**config.mk**
```make
export PLATFORM = sky130hd
export DESIGN_NAME = mxv_seq_ctrl_flat
export DESIGN_NICKNAME = d
export VERILOG_FILES = /design/src/rtl/mxv_seq_ctrl_if.sv /design/src/rtl/mxv_seq_ctrl.sv /design/src/flat_wrapper.sv
export SDC_FILE = /design/constraint.sdc
export NUM_CORES = 2
export LEC_CHECK = 0
export CAP_MARGIN = 10
export CORE_UTILIZATION = 60
export CTS_CLUSTER_SIZE = 30
export DETAILED_ROUTE_END_ITERATION = 16
export PLACE_DENSITY_LB_ADDON = 0.05
export SETUP_SLACK_MARGIN = 0.05
export SLEW_MARGIN = 25
export SYNTH_ARGS = -nofsm -noshare
export SYNTH_HDL_FRONTEND = slang
export SYNTH_SLANG_ARGS = --single-unit
```
**constraint.sdc**
```tcl
create_clock -name clk -period 10.1 [get_ports clk]
set_clock_uncertainty 0.1 [all_clocks]
set_input_delay 1.01 -clock clk [delete_from_list [all_inputs] [get_ports clk]]
set_output_delay 1.01 -clock clk [all_outputs]
set_load 0.03 [all_outputs]
```
**src/rtl/mxv_seq_ctrl_if.sv**
```systemverilog
// ----------------------------------------------------------------------------
// mxv_seq_ctrl_if : control, operand stream and result stream of mxv_seq_ctrl
// Revision: 1.0
// ----------------------------------------------------------------------------
`default_nettype none

interface mxv_seq_ctrl_if #(
  parameter int DW = 32,
  parameter int IW = 3
);
  logic          start;
  logic          busy;
  logic          done;
  logic          in_valid;
  logic          in_ready;
  logic [DW-1:0] in_data;
  logic          out_valid;
  logic          out_ready;
  logic [DW-1:0] out_data;
  logic [IW-1:0] out_idx;
  logic          out_last;

  modport slave (
    input  start, in_valid, in_data, out_ready,
    output busy, done, in_ready, out_valid, out_data, out_idx, out_last
  );

  modport master (
    output start, in_valid, in_data, out_ready,
    input  busy, done, in_ready, out_valid, out_data, out_idx, out_last
  );
endinterface

`default_nettype wire

```
**src/rtl/mxv_seq_ctrl.sv**
```systemverilog
// ----------------------------------------------------------------------------
// mxv_seq_ctrl : sequential matrix-vector product, one shared signed MAC
// Revision: 1.0
// ----------------------------------------------------------------------------
`default_nettype none

module mxv_seq_ctrl #(
  parameter int ROWS = 3,
  parameter int COLS = 5,
  parameter int DW   = 32
) (
  input  logic             clk,
  input  logic             rst_n,
  mxv_seq_ctrl_if.slave    bus
);

  localparam int RW = (ROWS > 1) ? $clog2(ROWS) : 1;
  localparam int CW = (COLS > 1) ? $clog2(COLS) : 1;
  localparam logic [RW-1:0] c_row_last = RW'(ROWS - 1);
  localparam logic [CW-1:0] c_col_last = CW'(COLS - 1);

  typedef enum logic [1:0] {
    S_IDLE   = 2'd0,
    S_LOAD_V = 2'd1,
    S_LOAD_M = 2'd2,
    S_DRAIN  = 2'd3
  } state_t;

  state_t r_state;
  state_t w_state_nxt;
  logic   r_done;
  logic   w_done_nxt;
  logic   w_in_ready;
  logic   w_out_valid;
  logic   w_clear;

  logic [RW-1:0] r_row;
  logic [CW-1:0] r_col;
  logic          w_row_last;
  logic          w_col_last;
  logic          w_v_hs;
  logic          w_m_hs;
  logic          w_o_hs;

  logic signed [DW-1:0] r_vreg [ROWS];
  logic signed [DW-1:0] r_acc  [COLS];
  logic signed [DW-1:0] w_vsel;
  logic signed [DW-1:0] w_acc_sel;
  logic signed [DW-1:0] w_prod;

  assign w_row_last = (r_row == c_row_last);
  assign w_col_last = (r_col == c_col_last);
  assign w_v_hs     = (r_state == S_LOAD_V) && bus.in_valid;
  assign w_m_hs     = (r_state == S_LOAD_M) && bus.in_valid;
  assign w_o_hs     = (r_state == S_DRAIN)  && bus.out_ready;

  always_ff @(posedge clk) begin
    if (!rst_n) begin
      r_state <= S_IDLE;
      r_done  <= 1'b0;
    end else begin
      r_state <= w_state_nxt;
      r_done  <= w_done_nxt;
    end
  end

  // Handshake strobes only steer the next state; ready/valid decode r_state alone.
  always_comb begin
    w_state_nxt = r_state;
    w_done_nxt  = 1'b0;
    w_in_ready  = 1'b0;
    w_out_valid = 1'b0;
    w_clear     = 1'b0;
    case (r_state)
      S_IDLE: begin
        if (bus.start) begin
          w_state_nxt = S_LOAD_V;
          w_clear     = 1'b1;
        end
      end
      S_LOAD_V: begin
        w_in_ready = 1'b1;
        if (bus.in_valid && w_row_last) begin
          w_state_nxt = S_LOAD_M;
        end
      end
      S_LOAD_M: begin
        w_in_ready = 1'b1;
        if (bus.in_valid && w_row_last && w_col_last) begin
          w_state_nxt = S_DRAIN;
        end
      end
      S_DRAIN: begin
        w_out_valid = 1'b1;
        if (bus.out_ready && w_col_last) begin
          w_state_nxt = S_IDLE;
          w_done_nxt  = 1'b1;
        end
      end
      default: w_state_nxt = S_IDLE;
    endcase
  end

  always_comb begin
    w_vsel    = '0;
    w_acc_sel = '0;
    for (int k = 0; k < ROWS; k++) begin
      if (r_row == RW'(k)) w_vsel = r_vreg[k];
    end
    for (int k = 0; k < COLS; k++) begin
      if (r_col == CW'(k)) w_acc_sel = r_acc[k];
    end
  end

  // Low DW bits of the full 2*DW signed product equal the DW-wide product.
  assign w_prod = w_vsel * $signed(bus.in_data);

  always_ff @(posedge clk) begin
    for (int k = 0; k < ROWS; k++) begin
      if (w_v_hs && (r_row == RW'(k))) r_vreg[k] <= $signed(bus.in_data);
    end
  end

  always_ff @(posedge clk) begin
    if (!rst_n) begin
      r_row <= '0;
      r_col <= '0;
      for (int k = 0; k < COLS; k++) r_acc[k] <= '0;
    end else begin
      if (w_clear) begin
        r_row <= '0;
        r_col <= '0;
        for (int k = 0; k < COLS; k++) r_acc[k] <= '0;
      end
      if (w_v_hs) begin
        r_row <= w_row_last ? '0 : r_row + 1'b1;
      end
      if (w_m_hs) begin
        for (int k = 0; k < COLS; k++) begin
          if (r_col == CW'(k)) r_acc[k] <= w_acc_sel + w_prod;
        end
        if (w_col_last) begin
          r_col <= '0;
          r_row <= w_row_last ? '0 : r_row + 1'b1;
        end else begin
          r_col <= r_col + 1'b1;
        end
      end
      if (w_o_hs) begin
        r_col <= w_col_last ? '0 : r_col + 1'b1;
      end
    end
  end

  assign bus.busy      = (r_state != S_IDLE);
  assign bus.done      = r_done;
  assign bus.in_ready  = w_in_ready;
  assign bus.out_valid = w_out_valid;
  assign bus.out_data  = w_acc_sel;
  assign bus.out_idx   = r_col;
  assign bus.out_last  = w_out_valid && w_col_last;

endmodule

`default_nettype wire

```
**src/flat_wrapper.sv**
```systemverilog
// flat-port wrapper written by rule: the top's interface ports become plain ports
module mxv_seq_ctrl_flat 
#(
  parameter int ROWS = 3,
  parameter int COLS = 5,
  parameter int DW   = 32
)
  (clk, rst_n, bus_start, bus_in_valid, bus_in_data, bus_out_ready, bus_busy, bus_done, bus_in_ready, bus_out_valid, bus_out_data, bus_out_idx, bus_out_last);
  mxv_seq_ctrl_if #(.DW(DW), .IW(3)) bus_i ();
  input  logic clk;
  input  logic rst_n;
  input wire logic [$bits(bus_i.start)-1:0] bus_start;
  input wire logic [$bits(bus_i.in_valid)-1:0] bus_in_valid;
  input wire logic [$bits(bus_i.in_data)-1:0] bus_in_data;
  input wire logic [$bits(bus_i.out_ready)-1:0] bus_out_ready;
  output wire logic [$bits(bus_i.busy)-1:0] bus_busy;
  output wire logic [$bits(bus_i.done)-1:0] bus_done;
  output wire logic [$bits(bus_i.in_ready)-1:0] bus_in_ready;
  output wire logic [$bits(bus_i.out_valid)-1:0] bus_out_valid;
  output wire logic [$bits(bus_i.out_data)-1:0] bus_out_data;
  output wire logic [$bits(bus_i.out_idx)-1:0] bus_out_idx;
  output wire logic [$bits(bus_i.out_last)-1:0] bus_out_last;
  assign bus_i.start = bus_start;
  assign bus_i.in_valid = bus_in_valid;
  assign bus_i.in_data = bus_in_data;
  assign bus_i.out_ready = bus_out_ready;
  assign bus_busy = bus_i.busy;
  assign bus_done = bus_i.done;
  assign bus_in_ready = bus_i.in_ready;
  assign bus_out_valid = bus_i.out_valid;
  assign bus_out_data = bus_i.out_data;
  assign bus_out_idx = bus_i.out_idx;
  assign bus_out_last = bus_i.out_last;
  mxv_seq_ctrl #(.ROWS(ROWS), .COLS(COLS), .DW(DW)) u_core (.clk(clk), .rst_n(rst_n), .bus(bus_i));
endmodule
```
Word level (Yosys, flattened, before mapping) --
Memories as Yosys holds them, arrays and structs flattened. Index checks and enable logic that the tools add are counted.
Cells by class: $add $sub $neg 3, $mul 1, equality and inequality tests 13, muxes and demuxes 73, bitwise logic cells 10, reduce and logical (&&, ||, !) cells 20
Operators with widths (count):
- 2-to-1 mux 32 bit | 20
- OR reduction 32 bit | 2
- 2-to-1 mux 1 bit | 37
- adder 32 bit | 1
- multiplier 32 x 32 -> 32 bit | 1
- 2-to-1 mux 2 bit | 11
- 2-to-1 mux 3 bit | 4
- logical AND 1 bit | 10
- OR 1 bit | 10
- != test 2 bit (second input constant) | 4
- case mux 2 bit (4 select lines) | 1
- == test 2 bit (second input constant) | 3
- == test 3 x 2 -> 1 bit (second input constant) | 2
- == test 2 x 1 -> 1 bit (second input constant) | 2
- logical NOT 2 bit | 2
- AND reduction 4 bit | 1
- adder 3 x 1 -> 3 bit (second input constant) | 1
- == test 3 x 1 -> 1 bit (second input constant) | 1
- == test 3 bit (second input constant) | 1
- logical NOT 3 bit | 1
- nonzero test 3 bit | 1
- adder 2 x 1 -> 2 bit (second input constant) | 1
- AND reduction 2 bit | 1
- nonzero test 2 bit | 1
- OR reduction 2 bit | 1
Storage, ports and cells: flip-flop bits (word level) 8, bits in writable memories 256, input port bits 37, output and inout bits 40, logic and storage cells 126, memories 2
Memory list:
- u_core.r_acc | depth 5, width 32, rd ports 5, clocked after memory_dff 0, write ports 5, RTL line mxv_seq_ctrl.sv:46 | logic signed [DW-1:0] r_acc [COLS];
- u_core.r_vreg | depth 3, width 32, rd ports 3, clocked after memory_dff 0, write ports 1, RTL line mxv_seq_ctrl.sv:45 | logic signed [DW-1:0] r_vreg [ROWS];

Logic depth before layout (Yosys ltp) --
depth after elaboration 8, gate-level depth with buffers 34, mapped depth without buffers 32

Worst setup path after synthesis --
No wires, ideal clock.
path type reg-to-reg, from register u_core.r_col[0], in the netlist u_core.bus.out_idx[0], to memory u_core.r_acc[3][28], in the netlist u_core.r_acc[0][124] (data pin), library setup time 0.218 ns, arrival time 8.672 ns, data required time 9.782 ns, slack 1.109 ns, cell stages (with the launch flop) 31, buffers on the path 3, clock period less this slack 8.991 ns, cell sequence dfxtp_1 ha_1 ha_1 clkbuf_1 buf_1 clkbuf_1 a21oi_1 a21oi_1 fa_1 fa_1 inv_1 fa_1 fa_1 inv_1 fa_1 fa_1 fa_1 inv_1 fa_1 inv_1 ha_1 a21o_1 a21o_1 a21o_1 a21o_1 a21oi_1 nor2_1 a211oi_1 a21oi_1 o21a_1 nor3_1
RTL lines:
- from (decl) | RTL line mxv_seq_ctrl.sv:38 | logic [CW-1:0] r_col;
- from (signal assigned) | RTL line mxv_seq_ctrl.sv:146 | r_col <= r_col + 1'b1;
- from (signal assigned) | RTL line mxv_seq_ctrl.sv:150 | r_col <= w_col_last ? '0 : r_col + 1'b1;
- to (decl) | RTL line mxv_seq_ctrl.sv:46

==> run metrics <==
Hold Vio Cnt, Final 0; IO buf count 76; clock slew at reported path FFs 0.06 ns; largest net degree at the start of global routing 50; CTS buffer count 28; drt wl/cell 23.0 um; width of the die 217 um; vias per cell 5.72; Post-synth EDFFs 256; first-pass GRT wire length 118000 um; crit end category flip-flop; GR Util met3 6.61%; Yosys reg bits 264; RSZ-0062 raised after global routing false; Gate Count Post-Synth 2600; Final Setup Violations 0; CTS tree yes; Post-Place Cells 3233; library cells used by synthesis 57; most frequent CP cell fa_1; Seq/Total Area, Yosys 28.3%; vias in the first global route 19900; gr ovfl total 0; setup_tns 0 ns; clock sinks 264; core area 0.0455 sq mm; Critical R2R Launch u_core.bus.out_idx[0]; layout cells sized above 1 6.41%; final instance area 0.0304 sq mm; Slew Limit Fails 0; Hold Path End u_core.bus.out_idx[1]; global-route usage over all layers 33.7%; met1 usage 48.4%; DPL Wire Length 58700 um; area grow syn2layout 9.51%; slowest CP cell a21oi_1; Rows 78; post-CTS setup repair buffer count 0; Ports 77; Req. time, crit path 10.39 ns; reg2reg setup slack 0.67 ns; nets@finish 3299; Hold Crit Class flip-flop to flip-flop; Util after Layout 66.8%; WP data arrival 9.72 ns; RR Endpoint u_core.r_acc[0][127]; CP bufs+invs 7; Hold Path Stages 2; 1st-iter DRT viols 1462; global routing's busiest layer met2; kind of critical path flip-flop to flip-flop; placed cell area 0.0295 sq mm; Die Area 0.0471 sq mm; syn_nets 3236; Final Non-Filler Cells 3285; Tmin final 9.43 ns; period utilization 93.4%; final wirelength 75500 um; H-tree Lvls 1; CP peak stage delay 0.57 ns; Max-cap violations 0; Worst-Skew Late Latency 0.59 ns; CP delay by family, top adder cells; M2 GR Usage 52.4%; YS warnings 0; Post-CTS Hold Buffers 0; asr flop ratio synth 0%; cell area after synthesis 0.0277 sq mm; Vias 18800; outcome finished, final reports clean; fmax 106 MHz; pin slew with the least headroom to its limit 1.08 ns; Hold Crit Start u_core.bus.out_idx[1]; r2r worst-path depth 31; crit start category flip-flop; Resized Gates After CTS 0; # DRC 0; top_reg_cell synth edfxtp_1; Crit Path Max Fanout 25; DRT antenna net count 0; initial core utilization 61.0%; Clock Root Buffer clkbuf_16; Syn Area/Cell 10.7 sq um; die extent in y 217 um; Routability Congestion 0.944; Max-Slew Margin vs Limit 27.3%; drt pass-1 iters 5; CTS max path bufs 3; antenna violations before repair 1
-- metal layers --
layer,up-vias,wire length (um)
met5,-,0
met4,0,2240
met3,121,7140
met2,831,35000
met1,9643,31100
li1,8188,-
-- worst max-delay path by stage --
stage / start / to / slack, ns / depth (start not counted)
floorplan: u_core.bus.out_idx[0] / u_core.r_acc[0][124] / 1.11 / 30
global placement: u_core.bus.out_idx[0] / u_core.r_acc[0][95] / 0.88 / 31
detailed placement: u_core.bus.out_idx[0] / u_core.r_acc[0][95] / 0.74 / 31
CTS: u_core.bus.out_idx[0] / u_core.r_acc[0][159] / 0.68 / 31
finish: u_core.bus.out_idx[0] / u_core.r_acc[0][127] / 0.67 / 31
global route: u_core.bus.out_idx[0] / u_core.r_acc[0][159] / 0.30 / 33
-- cells in the final DEF, fill, tap and decap left out, types with 5 or more instances in the layout --
cell / count
clkbuf_16: 28
o2bb2ai_2: 7
nand2_1: 214
o21ai_0: 11
clkinv_1: 12
inv_1: 528
mux2i_1: 33
a21o_1: 26
xor2_1: 18
o2bb2ai_4: 5
fa_1: 438
nand2b_1: 6
o21ai_1: 7
edfxtp_1: 256
and3_1: 8
o21ai_2: 10
ha_1: 160
a21oi_1: 73
xnor2_1: 60
and2_1: 341
nor2_1: 102
buf_4: 80
clkdlybuf4s50_1: 76
nand3b_1: 12
nor2b_1: 7
nand3_1: 8
nor3_1: 10
a22oi_1: 34
o21ai_4: 6
o21a_1: 7
nand2_2: 5
dfxtp_1: 6
a211oi_1: 36
-- registers in the layout, summed over array words and instances, names as in the netlist --
signal and cells:
u_core.r_acc 160, u_core.r_vreg 96, u_core.bus.out_idx 3, u_core.r_row 2
u_core.r_state 2, u_core.bus.done 1
-- cell families after synthesis --
logic type / Yosys count / synth area share, %
compound gates: 244 / 6.33
xor+xnor: 82 / 2.74
fa+ha+maj: 599 / 38.9
buf+inv: 654 / 9.05
flops: 264 / 28.3
mux: 35 / 1.29
simple gates: 722 / 13.4
-- per-stage QoR --
step           worst slack, ns  hold WS, ns
2_1_floorplan             1.11        0.429
3_3_place_gp             0.875        0.424
3_5_place_dp             0.744        0.440
4_1_cts                  0.683        0.449
5_1_grt                  0.301        0.471
6_report                 0.671        0.454
-- synth_stat cells, types with 2 or more instances --
library cell / n / area share (%)
mux2i_2: 2 / 0.099
nor2_1: 103 / 1.4
buf_1: 7 / 0.095
o21ai_2: 8 / 0.25
inv_1: 528 / 7.1
o2bb2ai_4: 3 / 0.30
buf_6: 3 / 0.12
a31oi_1: 2 / 0.045
o21bai_1: 3 / 0.081
a31o_2: 2 / 0.063
a22oi_1: 34 / 0.92
o2bb2ai_1: 6 / 0.19
xnor2_2: 2 / 0.12
nand2_1: 216 / 2.9
and2_1: 341 / 7.7
nor3_1: 11 / 0.20
nand3b_1: 12 / 0.32
nand3_1: 8 / 0.14
clkbuf_1: 106 / 1.4
o2bb2ai_2: 7 / 0.38
dfxtp_1: 8 / 0.58
and3_1: 8 / 0.18
buf_2: 7 / 0.13
buf_4: 2 / 0.054
mux2i_1: 33 / 1.2
nor2b_1: 8 / 0.18
nand2b_1: 6 / 0.14
o21ai_0: 16 / 0.29
a21oi_1: 73 / 1.3
xor2_1: 18 / 0.57
xnor2_1: 60 / 1.9
a311oi_1: 2 / 0.063
fa_1: 438 / 32
o21a_1: 7 / 0.19
edfxtp_1: 256 / 28
a21o_1: 26 / 0.70
xnor3_1: 2 / 0.16
a211oi_1: 36 / 0.97
ha_1: 161 / 7.3
nand2_2: 3 / 0.068
o21ai_1: 10 / 0.18
-- cell type report --
| class | count | area, sq um |
|---|---|---|
| inverters | 528 | 1980 |
| flip-flops and latches | 264 | 7850 |
| well taps | 600 | 751 |
| repair buffers | 159 | 1440 |
| fillers | 3577 | 15100 |
| diodes | 1 | 2.50 |
| clock inverters | 20 | 125 |
| multi-input cells | 1682 | 17500 |
| clock buffers | 31 | 712 |
-- worst register-to-register path, delay by kind of cell (launching register included) --
kind	cells	cell delay (ns)
AOI/OAI and AO/OA	7	1.86
buffers and inverters	7	0.96
adders and majority gates	10	4.78
xor gates and xnor gates	1	0.16
DFF	1	0.36
and+or+nand+nor	6	1.05
Power is not shown: default switching activity piles up to over one toggle a cycle in this logic, so the estimate is an artifact.
